### config.mk
export PLATFORM = sky130hd
export DESIGN_NAME = ex_div_ctrl_flat
export DESIGN_NICKNAME = d
export VERILOG_FILES = /design/src/rtl/ex_div_ctrl_if.sv /design/src/rtl/ex_div_ctrl.sv /design/src/flat_wrapper.sv
export SDC_FILE = /design/constraint.sdc
export NUM_CORES = 1
export LEC_CHECK = 0
export BUFFER_PORTS_ARGS = -buffer_cell sky130_fd_sc_hd__buf_2
export CAP_MARGIN = 20
export CORE_ASPECT_RATIO = 1.25
export CORE_MARGIN = 4
export CORE_UTILIZATION = 60
export DETAILED_ROUTE_END_ITERATION = 16
export PLACE_DENSITY = 0.8
export SYNTH_ARGS = -nofsm -noshare
export SYNTH_HDL_FRONTEND = slang
export SYNTH_SLANG_ARGS = --single-unit
### constraint.sdc
create_clock -name clk -period 11 [get_ports clk]
set_input_delay 3.3 -clock clk [delete_from_list [all_inputs] [get_ports clk]]
set_output_delay 3.3 -clock clk [all_outputs]
set_load 0.01 [all_outputs]
### src/rtl/ex_div_ctrl_if.sv
// Handshake bundle between the EX stage (master) and the iterative divider (slave).
interface ex_div_ctrl_if #(
   parameter int WIDTH = 32
);
   logic             start;
   logic [1:0]       op;
   logic [WIDTH-1:0] opv1;
   logic [WIDTH-1:0] opv2;
   logic [4:0]       reg_waddr_i;
   logic             annul;
   logic             stall_req;
   logic             done;
   logic [WIDTH-1:0] result;
   logic [4:0]       reg_waddr_o;

   modport master (
      output start, op, opv1, opv2, reg_waddr_i, annul,
      input  stall_req, done, result, reg_waddr_o
   );

   modport slave (
      input  start, op, opv1, opv2, reg_waddr_i, annul,
      output stall_req, done, result, reg_waddr_o
   );
endinterface

### src/rtl/ex_div_ctrl.sv
// Iterative radix-2 restoring divider for RV32M DIV/DIVU/REM/REMU beside EX.
// Optional macro DIV_EARLY_OUT_EN: finish in CHECK when |dividend| < |divisor|.
module ex_div_ctrl #(
   parameter int WIDTH = 32
) (
   input logic         clk,
   input logic         rst,
   ex_div_ctrl_if.slave bus
);
   localparam int CW = $clog2(WIDTH);

   typedef enum logic [1:0] {IDLE, CHECK, RUN, DONE} state_t;

   state_t           state;
   state_t           state_next;
   logic [1:0]       op_q;
   logic [WIDTH-1:0] dividend_q;
   logic [WIDTH-1:0] divisor_q;
   logic [4:0]       waddr_q;
   logic [WIDTH-1:0] quo_q;
   logic [WIDTH-1:0] rem_q;
   logic [WIDTH-1:0] dsr_q;
   logic             neg_quo;
   logic             neg_rem;
   logic [CW-1:0]    cnt;
   logic [WIDTH-1:0] result_q;
   logic [4:0]       waddr_out_q;

   logic             is_signed;
   logic             is_rem;
   logic [WIDTH-1:0] abs_a;
   logic [WIDTH-1:0] abs_b;
   logic             div_zero;
   logic             overflow;
   logic             early_out;
   logic             special;
   logic [WIDTH:0]   trial;
   logic             last_step;
   logic [WIDTH-1:0] final_val;
   logic             done_int;

   assign is_signed = ~op_q[0];
   assign is_rem    = op_q[1];
   assign abs_a     = (is_signed && dividend_q[WIDTH-1]) ? -dividend_q : dividend_q;
   assign abs_b     = (is_signed && divisor_q[WIDTH-1])  ? -divisor_q  : divisor_q;
   assign div_zero  = (divisor_q == '0);
   assign overflow  = is_signed && (dividend_q == {1'b1, {(WIDTH-1){1'b0}}})
                      && (divisor_q == '1);
`ifdef DIV_EARLY_OUT_EN
   assign early_out = (abs_a < abs_b);
`else
   assign early_out = 1'b0;
`endif
   assign special   = div_zero | overflow | early_out;
   // Partial remainder never exceeds 2*divisor, so one extra bit is enough for the trial subtract.
   assign trial     = {rem_q, quo_q[WIDTH-1]} - {1'b0, dsr_q};
   assign last_step = (cnt == CW'(WIDTH-1));
   assign final_val = is_rem ? (neg_rem ? -rem_q : rem_q)
                             : (neg_quo ? -quo_q : quo_q);

   // State register.
   always_ff @(posedge clk or posedge rst) begin
      if (rst) state <= IDLE;
      else     state <= state_next;
   end

   // Next-state logic.
   always_comb begin
      state_next = state;
      case (state)
         IDLE:  if (bus.start && !bus.annul) state_next = CHECK;
         CHECK: begin
            if (bus.annul)    state_next = IDLE;
            else if (special) state_next = DONE;
            else              state_next = RUN;
         end
         RUN: begin
            if (bus.annul)      state_next = IDLE;
            else if (last_step) state_next = DONE;
         end
         DONE:    state_next = IDLE;
         default: state_next = IDLE;
      endcase
   end

   // Outputs; the result is shown combinationally in DONE so it lines up with the done pulse.
   always_comb begin
      done_int        = (state == DONE) && !bus.annul;
      bus.done        = done_int;
      bus.stall_req   = !rst && (((state == IDLE) && bus.start && !bus.annul)
                                 || (state == CHECK) || (state == RUN));
      bus.result      = done_int ? final_val : result_q;
      bus.reg_waddr_o = done_int ? waddr_q : waddr_out_q;
   end

   // Datapath: capture, special-case resolution, shift-subtract steps, result hold.
   always_ff @(posedge clk or posedge rst) begin
      if (rst) begin
         op_q        <= '0;
         dividend_q  <= '0;
         divisor_q   <= '0;
         waddr_q     <= '0;
         quo_q       <= '0;
         rem_q       <= '0;
         dsr_q       <= '0;
         neg_quo     <= 1'b0;
         neg_rem     <= 1'b0;
         cnt         <= '0;
         result_q    <= '0;
         waddr_out_q <= '0;
      end else begin
         case (state)
            IDLE: begin
               if (bus.start && !bus.annul) begin
                  op_q       <= bus.op;
                  dividend_q <= bus.opv1;
                  divisor_q  <= bus.opv2;
                  waddr_q    <= bus.reg_waddr_i;
               end
            end
            CHECK: begin
               cnt     <= '0;
               neg_quo <= 1'b0;
               neg_rem <= 1'b0;
               if (div_zero) begin
                  quo_q <= '1;
                  rem_q <= dividend_q;
               end else if (overflow) begin
                  quo_q <= {1'b1, {(WIDTH-1){1'b0}}};
                  rem_q <= '0;
`ifdef DIV_EARLY_OUT_EN
               end else if (early_out) begin
                  quo_q <= '0;
                  rem_q <= dividend_q;
`endif
               end else begin
                  quo_q   <= abs_a;
                  rem_q   <= '0;
                  dsr_q   <= abs_b;
                  neg_quo <= is_signed && (dividend_q[WIDTH-1] ^ divisor_q[WIDTH-1]);
                  neg_rem <= is_signed && dividend_q[WIDTH-1];
               end
            end
            RUN: begin
               if (!trial[WIDTH]) begin
                  rem_q <= trial[WIDTH-1:0];
                  quo_q <= {quo_q[WIDTH-2:0], 1'b1};
               end else begin
                  rem_q <= {rem_q[WIDTH-2:0], quo_q[WIDTH-1]};
                  quo_q <= {quo_q[WIDTH-2:0], 1'b0};
               end
               cnt <= cnt + 1'b1;
            end
            DONE: begin
               if (!bus.annul) begin
                  result_q    <= final_val;
                  waddr_out_q <= waddr_q;
               end
            end
            default: ;
         endcase
      end
   end
endmodule
### src/flat_wrapper.sv
// flat-port wrapper written by rule: the top's interface ports become plain ports
module ex_div_ctrl_flat 
#(
   parameter int WIDTH = 32
)
  (clk, rst, bus_start, bus_op, bus_opv1, bus_opv2, bus_reg_waddr_i, bus_annul, bus_stall_req, bus_done, bus_result, bus_reg_waddr_o);
  ex_div_ctrl_if #(.WIDTH(WIDTH)) bus_i ();
  input logic clk;
  input logic rst;
  input wire logic [$bits(bus_i.start)-1:0] bus_start;
  input wire logic [$bits(bus_i.op)-1:0] bus_op;
  input wire logic [$bits(bus_i.opv1)-1:0] bus_opv1;
  input wire logic [$bits(bus_i.opv2)-1:0] bus_opv2;
  input wire logic [$bits(bus_i.reg_waddr_i)-1:0] bus_reg_waddr_i;
  input wire logic [$bits(bus_i.annul)-1:0] bus_annul;
  output wire logic [$bits(bus_i.stall_req)-1:0] bus_stall_req;
  output wire logic [$bits(bus_i.done)-1:0] bus_done;
  output wire logic [$bits(bus_i.result)-1:0] bus_result;
  output wire logic [$bits(bus_i.reg_waddr_o)-1:0] bus_reg_waddr_o;
  assign bus_i.start = bus_start;
  assign bus_i.op = bus_op;
  assign bus_i.opv1 = bus_opv1;
  assign bus_i.opv2 = bus_opv2;
  assign bus_i.reg_waddr_i = bus_reg_waddr_i;
  assign bus_i.annul = bus_annul;
  assign bus_stall_req = bus_i.stall_req;
  assign bus_done = bus_i.done;
  assign bus_result = bus_i.result;
  assign bus_reg_waddr_o = bus_i.reg_waddr_o;
  ex_div_ctrl #(.WIDTH(WIDTH)) u_core (.clk(clk), .rst(rst), .bus(bus_i));
endmodule
==> out/results.ini, run 1 <==
[drt]
first_pass_iters = 9
met1Wirelength_um = 15300
wl_per_cell_um = 20.1
drc = 0
via_per_inst = 6.33
wl_met2_um = 18800
drtIter0Drc = 959
top_layer = met4
antenna_left = 0
vias = 12300
wirelength_um = 39100
dr_wl_met3_um = 3000

[setup_path]
worstPathArrival_ns = 5.31
ff2ff_path_depth = 8
critPathMaxStageDelay_ns = 0.76
worst-setup-path-type = input port to primary output
crit_path_end_kind = primary output
cp-start-kind = input port
worstPathCellList = buf_2 -> nand2b_2 -> inv_2 -> nand2_1 -> nor2_1 -> a21oi_1 -> o21ai_0 -> buf_2
crit_slowest_cell = nand2b_2
cpMostUsedCell = buf_2
worstPathRequired_ns = 7.70
worst_path_dominant_cell_family = simple AND/OR/NAND/NOR gates
cp.depth = 8
worst-path-max-fanout = 59
cp.buffers_inverters = 3

[power]
clockPowerShare = 0.136
power_switching_mw = 2.83
p_comb_frac = 0.567
power_density_mw_per_mm2 = 379
worst_ir_drop_vdd_mv = 0.192
swShare = 0.486
leakage_nw = 6.90
p_int_mw = 2.99
power_frac_seq = 0.297

[clock_tree]
cts_resized = 0
clkTransAtPathRegs_ns = 0.05
cts_tree = done
post-cts-setup-buffers = 0
clock-sinks = 213
clk_latency_ns = 0.53
cts_made_buffers = 24
clockBufferDepth = 3
hold_buffers = 0
h-tree-depth = 1
root_buffer = clkbuf_16

[global_route]
grt_pass1_vias = 11700
grt_first_pass_wirelength_um = 61800
grt_usage = 0.299
grt_max_degree = 142
grt_antenna_before_repair = 0
gr-total-overflow = 0

[synthesis]
ys_ff_latch = 213
yosysWarnings = 0
postSynthAreaPerCell_um2 = 8.80
synth-main-ff-cell = dfrtp_1
synth_nets = 1707
synth-seq-area-share = 0.381
yosysUniqueCellTypes = 81
synth_edf_count = 0
syn_area_mm2 = 0.0140
async_flop_share = 1.00
postSynthCellCount = 1588

[timing]
slew-limit-headroom = 0.209
post-route-min-period_ns = 8.61
rsz0062_at_grt = false
fmax_mhz = 116
finalSetupViolations = 0
tightest_slew_ns = 1.18
tns_ns = 0
hold_viol = 0
finClkSkew_ns = 0.0174
report.final.slew_viol_count = 0
finalCritPeriodShare = 0.783

[placement]
hpwlAfterDp_um = 28500
io_buffers = 113
gp_congestion = 0.981

[final_layout]
syn_to_final_growth_pct = 9.84
utilization = 0.669
fillCellCount = 1871
final_layout_size_suffix_gt1_frac = 0.158
nets = 1757
layout_commonest_cell = dfrtp_1
layout_common_cells = dfrtp_1 (213), nand2_1 (169), o21ai_0 (134), a21oi_1 (126), buf_2 (113)
antennaDiodeCount = 0

[floorplanning]
initial_core_util = 0.609
die_w_um = 145
die_h_um = 179
dieArea_mm2 = 0.0258
coreArea_mm2 = 0.0230
rows = 62
num_io_pins = 114

[outcome]
status = finished clean

[hold_path]
hp-class = register to register
holdPathStages = 2

[flow_run]
drv_cap = 0

per-layer routing:
layer | vias to the layer above | global-route usage
met1 | 5856 | 0.379
met3 | 125 | 0.0400
li1 | 5777 | -
met4 | 0 | 0.147
met5 | - | 0
met2 | 526 | 0.501
cell usage after synthesis, types with 19 or more instances:
library cell / n / area, um^2
inv_1: 87 / 327
o221ai_1: 27 / 236
xor2_1: 56 / 490
o31ai_1: 30 / 225
nand3_1: 21 / 105
mux2i_1: 23 / 230
a31oi_1: 30 / 188
o21ai_0: 134 / 671
o21ai_1: 34 / 170
a21oi_1: 126 / 631
nor2_1: 89 / 334
ha_1: 43 / 538
and3_1: 19 / 119
nand2_1: 169 / 634
a21o_1: 19 / 143
clkbuf_1: 70 / 263
mux2_2: 78 / 878
nand4_1: 20 / 125
nor3_1: 28 / 140
dfrtp_1: 213 / 5330
xnor2_1: 80 / 701
flip-flops by register name (all words and copies together) (netlist names):
register / cells
u_core.neg_quo: 1
u_core.dsr_q: 32
u_core.quo_q: 32
u_core.op_q: 2
u_core.rem_q: 32
u_core.dividend_q: 32
u_core.cnt: 5
u_core.divisor_q: 32
u_core.neg_rem: 1
u_core.waddr_out_q: 5
u_core.waddr_q: 5
u_core.state: 2
u_core.result_q: 32
path summary, 6_finish.rpt:
check                                       from                     to  slack, ns
setup / recovery                       bus_annul         bus_result[24]       2.39
hold / removal             u_core.waddr_out_q[1]  u_core.waddr_out_q[1]       0.47
setup reg to reg           u_core.dividend_q[31]        u_core.dsr_q[0]       6.81
hold reg to reg            u_core.waddr_out_q[1]  u_core.waddr_out_q[1]       0.47
max in group asynchronous                    rst       u_core.quo_q[19]       6.51
min in group asynchronous                    rst  u_core.dividend_q[19]       2.98
per-stage QoR:
stage	cell area, um^2	worst slack (ns)	cells	power (mW)	hold WS, ns
floorplan	14000	1.88	1588	4.08	0.444
global placement	14600	2.49	1900	4.85	0.455
detailed placement	14600	2.39	1900	4.95	0.467
CTS	15400	2.39	1941	5.77	0.479
global route	15400	2.09	1941	6.26	0.500
finish	15400	2.39	1941	5.82	0.473
tightest hold or removal path: cells and delay by family, from the launching register on:
family,cells,cell delay [ns]
simple gates,2,0.12
flops,1,0.32
area by class of cell:
cell class | count | area [um^2] | area share
clock buffer | 34 | 669 | 0.0436
clock inverter | 7 | 91.3 | 0.00595
inverter | 90 | 345 | 0.0225
multi-input combinational | 1189 | 7940 | 0.517
sequential | 213 | 5330 | 0.347
tap | 288 | 360 | 0.0235
timing repair buffer | 120 | 618 | 0.0403
power by group through the flow:
stage	sequential, mW	combinational, mW	clock, mW
3_5_place_dp	1.71	3.24	0
2_1_floorplan	1.45	2.63	0
5_1_grt	1.76	3.66	0.842
3_3_place_gp	1.70	3.15	0
6_report	1.73	3.30	0.793
4_1_cts	1.70	3.26	0.806
cell families (layout without fill, tap and decap cells):
family	Yosys count	after routing	share of synthesized area
xor+xnor	136	136	0.0852
mux	102	102	0.0801
compound gates	470	470	0.206
fa+ha+maj	44	44	0.0399
buf+inv	186	251	0.0524
simple gates	437	437	0.155
flops	213	213	0.381
Note: power is estimated with default switching activity, not from simulation.
==> run 2, diff against run 1 <==
Settings changed: ABC_AREA set to 1, PLACE_DENSITY 0.8 to 0.79.
Clock period 11 ns to 8.9 ns, I/O delays scaled along.
==> out/results.ini, run 2 <==
[setup_path]
worst-path-max-fanout = 54  ; was 59
cp-start-kind = input port  ; unchanged
worstPathRequired_ns = 6.23  ; was 7.70 ns
timing.critical_path.from = bus_annul  ; unchanged
r2r_slack_ns = 5.85  ; was 6.81 ns
worst-setup-path-type = input port to primary output  ; unchanged
ff2ff_path_depth = 9  ; was 8
crit_path_end_kind = primary output  ; unchanged
r2r-start = u_core.state[0]  ; was u_core.dividend_q[31]
r2r_end = u_core.quo_q[21]  ; was u_core.dsr_q[0]
worstPathArrival_ns = 4.62  ; was 5.31 ns

[synthesis]
synth_nets = 2489  ; was 1,707
yosysTopAreaCell = dfrtp_1  ; unchanged
postSynthCellCount = 2370  ; was 1,588
async_flop_share = 1.00  ; unchanged
synth-seq-area-share = 0.341  ; was 0.381
yosysUniqueCellTypes = 51  ; was 81
yosysTopAreaCellShare = 0.341  ; was 0.381
synth_most_common_cell = nand2_1  ; was dfrtp_1
ys_ff_latch = 213  ; unchanged
yosysWarnings = 0  ; unchanged
ys_top_cells_by_count = nand2_1 (637), inv_1 (341), nor2_1 (271)  ; was dfrtp_1 (213), nand2_1 (169), o21ai_0 (134)
synth-main-ff-cell = dfrtp_1  ; unchanged
postSynthAreaPerCell_um2 = 6.60  ; was 8.80 um^2
synth_edf_count = 0  ; unchanged
synth_area_leaders = dfrtp_1 (34%), nand2_1 (15%), inv_1 (8.2%)  ; was dfrtp_1 (38%), mux2_2 (6.3%), xnor2_1 (5.0%)
syn_area_mm2 = 0.0156  ; was 0.0140 mm^2

[timing]
tightest_slew_ns = 0.972  ; was 1.18 ns
finClkSkew_ns = 0.0301  ; was 0.0174 ns
hold_viol = 0  ; unchanged
tns_ns = 0  ; unchanged
slew-limit-headroom = 0.352  ; was 0.209
hold_slack_ns = 0.470  ; was 0.473 ns
fmax_mhz = 137
report.final.slew_viol_count = 0  ; unchanged
finalCritPeriodShare = 0.819
finalSetupViolations = 0  ; unchanged
rsz0062_at_grt = false  ; unchanged
post-route-min-period_ns = 7.29

[global_route]
grt_antenna_before_repair = 0  ; unchanged
grt_usage = 0.336  ; was 0.299
grt_first_pass_wirelength_um = 78600  ; was 61,800 um
gr-total-overflow = 0  ; unchanged
grt_max_degree = 137  ; was 142
grt_pass1_vias = 14800  ; was 11,700

[outcome]
status = finished clean  ; unchanged

[final_layout]
nets = 2557  ; was 1,757
utilization = 0.672  ; was 0.669
final_layout_size_suffix_gt1_frac = 0.100  ; was 0.158
syn_to_final_growth_pct = 9.36  ; was 9.84%
layout_commonest_cell = nand2_1  ; was dfrtp_1
final_area_mm2 = 0.0171  ; was 0.0154 mm^2
antennaDiodeCount = 0  ; unchanged
layout_common_cells = nand2_1 (637), inv_1 (340), nor2_1 (270), dfrtp_1 (213), nand3_1 (202)  ; was dfrtp_1 (213), nand2_1 (169), o21ai_0 (134), a21oi_1 (126), buf_2 (113)
layout.cells.non_filler = 2789  ; was 1,941

[floorplanning]
initial_core_util = 0.614  ; was 0.609
num_io_pins = 114  ; unchanged
die_h_um = 188  ; was 179 um
dieArea_mm2 = 0.0287  ; was 0.0258 mm^2
die_w_um = 152  ; was 145 um
rows = 65  ; was 62
coreArea_mm2 = 0.0255  ; was 0.0230 mm^2

[placement]
hpwlAfterDp_um = 37800  ; was 28,500 um
dpl_cell_area_mm2 = 0.0163  ; was 0.0146 mm^2
gp_congestion = 1.01  ; was 0.981
io_buffers = 113  ; unchanged
dp.cells = 2747  ; was 1,900

[hold_path]
holdPathStages = 2  ; unchanged
hold-path-endpoint = u_core.waddr_out_q[0]  ; was u_core.waddr_out_q[1]
min_from = u_core.waddr_out_q[0]  ; was u_core.waddr_out_q[1]
hp-class = register to register  ; unchanged

[clock_tree]
clock-sinks = 213  ; unchanged
root_buffer = clkbuf_16  ; unchanged
cts_made_buffers = 23  ; was 24
h-tree-depth = 1  ; unchanged
cts_tree = done  ; unchanged
cts_resized = 0  ; unchanged
clkTransAtPathRegs_ns = 0.06  ; was 0.05 ns
clockBufferDepth = 3  ; unchanged
hold_buffers = 0  ; unchanged
clk_latency_ns = 0.53  ; about the same
post-cts-setup-buffers = 0  ; unchanged

[drt]
drc = 0  ; unchanged
drtIter0Drc = 1520  ; was 959
via_per_inst = 5.68  ; was 6.33
vias = 15800  ; was 12,300
wirelength_um = 49300  ; was 39,100 um
antenna_left = 0  ; unchanged
wl_per_cell_um = 17.7  ; was 20.1 um
first_pass_iters = 5  ; was 9

[flow_run]
drv_cap = 0  ; unchanged

[power]
leakage_nw = 8.91  ; was 6.90 nW
worst_ir_drop_vdd_mv = 0.319  ; was 0.192 mV
power_density_mw_per_mm2 = 475  ; was 379 mW/mm^2

[run 2: changes by cell type in the layout (fill, tap and decap cells not counted), sizes merged, moves of 17 or more]
| cell | change |
|---|---|
| a21o | -17 |
| a21oi | +62 |
| and3 | -18 |
| inv | +260 |
| mux2 | -57 |
| mux2i | -23 |
| nand2 | +482 |
| nand3 | +184 |
| nor2 | +196 |
| o21ai | -34 |
| o221ai | -27 |
| o31ai | -28 |
| xnor2 | -71 |
[run 2: report_power, final]
group | total, mW | switching [mW] | internal (mW)
sequential | 1.99 | 0.527 | 1.46
combinational | 5.15 | 3.50 | 1.64
clock | 0.979 | 0.411 | 0.567
[run 2: through the flow]
stage | setup slack, ns | total power, mW
2_1_floorplan | 0.407 | 5.55
3_3_place_gp | 1.81 | 6.90
3_5_place_dp | 1.63 | 6.99
4_1_cts | 1.62 | 8.00
5_1_grt | 1.39 | 8.83
6_report | 1.61 | 8.11
[run 2: how the worst max path moves through the flow]
stage,endpoint,cells past startpoint
2_1_floorplan,u_core.cnt[0],1
3_3_place_gp,bus_result[11],8
3_5_place_dp,bus_result[22],8
4_1_cts,bus_result[22],8
5_1_grt,bus_result[22],8
6_report,bus_result[22],8
[run 2: critical path: stages]
cell	delay [ns]
buf_2	0.11
inv_1	0.16
nand2_1	0.07
buf_4	0.22
inv_2	0.68
o21ai_0	0.22
o21ai_0	0.28
buf_2	0.18
[run 2: metal layers]
layer	part of all wire	global-route usage	vias up	wire [um]
li1	-	-	7720	-
met1	0.43	0.474	7293	21400
met2	0.45	0.532	699	22000
met3	0.075	0.0443	120	3680
met4	0.045	0.127	0	2220
met5	0	0	-	0
[run 2: cell families (layout without fill, tap and decap cells)]
family,count (synthesis),count (layout),share of synthesized area
fa+ha+maj,44,44,0.0357
buf+inv,429,513,0.109
flops,213,213,0.341
mux,22,22,0.0158
simple gates,1222,1222,0.333
compound gates,375,375,0.129
xor+xnor,65,65,0.0364
[run 2: final cells by class]
class / instances / area (um^2)
repair buffers: 124 / 661
multi-input cells: 1728 / 8610
clock inverters: 11 / 116
fillers: 2364 / 8360
inverters: 348 / 1310
flip-flops and latches: 213 / 5330
clock buffers: 30 / 642
well taps: 335 / 419
==> run 3, diff against run 2 <==
Settings changed: ABC_AREA 1 to 0, CORE_UTILIZATION 60 to 55, PLACE_DENSITY 0.79 to 0.77.
Clock period 8.9 ns to 5.9 ns, I/O delays scaled along.
==> out/results.ini, run 3 (synthesis results as in run 1) <==
[timing]
hold_viol = 0  ; unchanged
report.final.slew_viol_count = 0  ; unchanged
tightest_slew_ns = 1.14  ; was 0.972 ns
post-route-min-period_ns = 5.51
finClkSkew_ns = 0.0225  ; was 0.0301 ns
slew-limit-headroom = 0.239  ; was 0.352
rsz0062_at_grt = false  ; unchanged
fmax_mhz = 182
tns_ns = 0  ; unchanged
finalSetupViolations = 0  ; unchanged
finalCritPeriodShare = 0.933

[global_route]
met1_usage = 0.348  ; was 0.474
grtUsageMet2 = 0.474  ; was 0.532
grt_pass1_vias = 11600  ; was 14,800
met3_usage = 0.0381  ; was 0.0443
gr-total-overflow = 0  ; unchanged
grt_first_pass_wirelength_um = 62100  ; was 78,600 um
grt_antenna_before_repair = 0  ; unchanged
grt_usage = 0.276  ; was 0.336
top_usage_layer = met2  ; unchanged
grt_max_degree = 114  ; was 137

[placement]
dp.cells = 1953  ; was 2,747
gp_congestion = 0.997  ; was 1.01
io_buffers = 113  ; unchanged
hpwlAfterDp_um = 29600  ; was 37,800 um

[setup_path]
worst_path_dominant_cell_family = simple AND/OR/NAND/NOR gates  ; was buffers and inverters
worstPathArrival_ns = 3.74  ; was 4.62 ns
timing.critical_path.from = u_core.rem_q[8]  ; was bus_annul
setup.worst_path.end = bus_result[31]  ; was bus_result[22]
worstPathRequired_ns = 4.13  ; was 6.23 ns
cp-start-kind = register  ; was input port
cp.buffers_inverters = 1  ; was 5
crit_path_end_kind = primary output  ; unchanged
r2r_slack_ns = 1.69  ; was 5.85 ns
cp.depth = 9  ; was 8
critPathMaxStageDelay_ns = 0.70  ; was 0.68 ns
cpMostUsedCell = o21ai_1
r2r_end = u_core.rem_q[15]  ; was u_core.quo_q[21]
worstPathCellList = or4_1 -> nor4_1 -> nand3b_1 -> o41ai_2 -> xnor2_1 -> nand2_1 -> o21ai_1 -> o21ai_1 -> buf_2  ; was buf_2 -> inv_1 -> nand2_1 -> buf_4 -> inv_2 -> o21ai_0 -> o21ai_0 -> buf_2
r2r-start = u_core.rem_q[23]  ; was u_core.state[0]
worst-setup-path-type = register to primary output  ; was input port to primary output
crit_slowest_cell = nor4_1  ; was inv_2
worst-path-max-fanout = 8  ; was 54
ff2ff_path_depth = 9  ; unchanged

[clock_tree]
post-cts-setup-buffers = 0  ; unchanged
cts_made_buffers = 23  ; unchanged
root_buffer = clkbuf_16  ; unchanged
hold_buffers = 0  ; unchanged
cts_tree = done  ; unchanged
cts_resized = 0  ; unchanged
clockBufferDepth = 3  ; unchanged
clock-sinks = 213  ; unchanged
h-tree-depth = 1  ; unchanged
clkTransAtPathRegs_ns = 0.06  ; about the same
clk_latency_ns = 0.53  ; about the same

[final_layout]
fillCellCount = 2175  ; was 2,364
layout.cells.non_filler = 1995  ; was 2,789
final_layout_size_suffix_gt1_frac = 0.164  ; was 0.100
syn_to_final_growth_pct = 10.6  ; was 9.36%
nets = 1763  ; was 2,557
layout_common_cells = dfrtp_1 (213), nand2_1 (169), o21ai_0 (134), a21oi_1 (126), buf_2 (113)  ; was nand2_1 (637), inv_1 (340), nor2_1 (270), dfrtp_1 (213), nand3_1 (202)
antennaDiodeCount = 0  ; unchanged
layout_commonest_cell = dfrtp_1  ; was nand2_1

[floorplanning]
num_io_pins = 114  ; unchanged
initial_core_util = 0.556  ; was 0.614
die_h_um = 186  ; was 188 um
rows = 65  ; unchanged
die_w_um = 151  ; was 152 um
coreArea_mm2 = 0.0251  ; was 0.0255 mm^2
dieArea_mm2 = 0.0280  ; was 0.0287 mm^2

[hold_path]
hp-class = register to register  ; unchanged

[power]
totalPowerFinal_mw = 10.8  ; was 8.11 mW
leakage_nw = 6.92  ; was 8.91 nW
power_density_mw_per_mm2 = 701  ; was 475 mW/mm^2
worst_ir_drop_vdd_mv = 0.353  ; was 0.319 mV

[drt]
drtIter0Drc = 954  ; was 1,520
drc = 0  ; unchanged
via_per_inst = 6.22  ; was 5.68
wl_per_cell_um = 20.0  ; was 17.7 um
wirelength_um = 39900  ; was 49,300 um
vias = 12400  ; was 15,800
antenna_left = 0  ; unchanged
first_pass_iters = 6  ; was 5

[flow_run]
drv_cap = 0  ; unchanged

[outcome]
status = finished clean  ; unchanged

-- run 3: area by class of cell --
| type | count | area (um^2) | share of cell area |
|---|---|---|---|
| Multi-Input combinational cell | 1189 | 7930 | 0.513 |
| Timing Repair Buffer | 127 | 703 | 0.0455 |
| Sequential cell | 213 | 5330 | 0.345 |
| Clock inverter | 10 | 87.6 | 0.00567 |
| Clock buffer | 31 | 646 | 0.0418 |
| Tap cell | 335 | 419 | 0.0271 |
| Inverter | 90 | 342 | 0.0221 |
-- run 3: tightest hold or removal path: stages (launching register included) --
cell     delay, ns
dfrtp_1       0.32
nand2_1       0.04
nand2_1       0.07
-- run 3: per-stage QoR --
step                      worst slack [ns]  instance area, um^2   util  hold WS (ns)
final                                0.393                15500  0.615         0.473
after global routing                 0.268                15500  0.615         0.490
after CTS                            0.455                15400  0.614         0.481
after detailed placement              1.00                14700  0.585         0.462
after global placement                1.06                14700  0.585         0.451
after floorplan                       1.36                14000      -         0.444
-- run 3: worst min-delay path by stage --
stage | startpoint | endpoint | slack, ns | cells after the start
6_report | u_core.result_q[8] | u_core.result_q[8] | 0.47 | 2
5_1_grt | u_core.result_q[16] | u_core.result_q[16] | 0.49 | 2
4_1_cts | u_core.result_q[8] | u_core.result_q[8] | 0.48 | 2
3_5_place_dp | u_core.result_q[8] | u_core.result_q[8] | 0.46 | 2
3_3_place_gp | u_core.waddr_out_q[1] | u_core.waddr_out_q[1] | 0.45 | 2
2_1_floorplan | u_core.cnt[3] | u_core.cnt[3] | 0.44 | 1
-- run 3: report_power, final --
part | total [mW] | switching (mW) | internal [mW]
sequential | 3.23 | 1.07 | 2.16
clock | 1.43 | 0.613 | 0.813
combinational | 6.19 | 3.63 | 2.56
-- run 3: routing by layer --
layer / wire length (um) / up-vias
met5: 0 / -
met4: 1810 / 0
met3: 2990 / 121
met2: 19400 / 545
met1: 15700 / 5931
li1: - / 5814
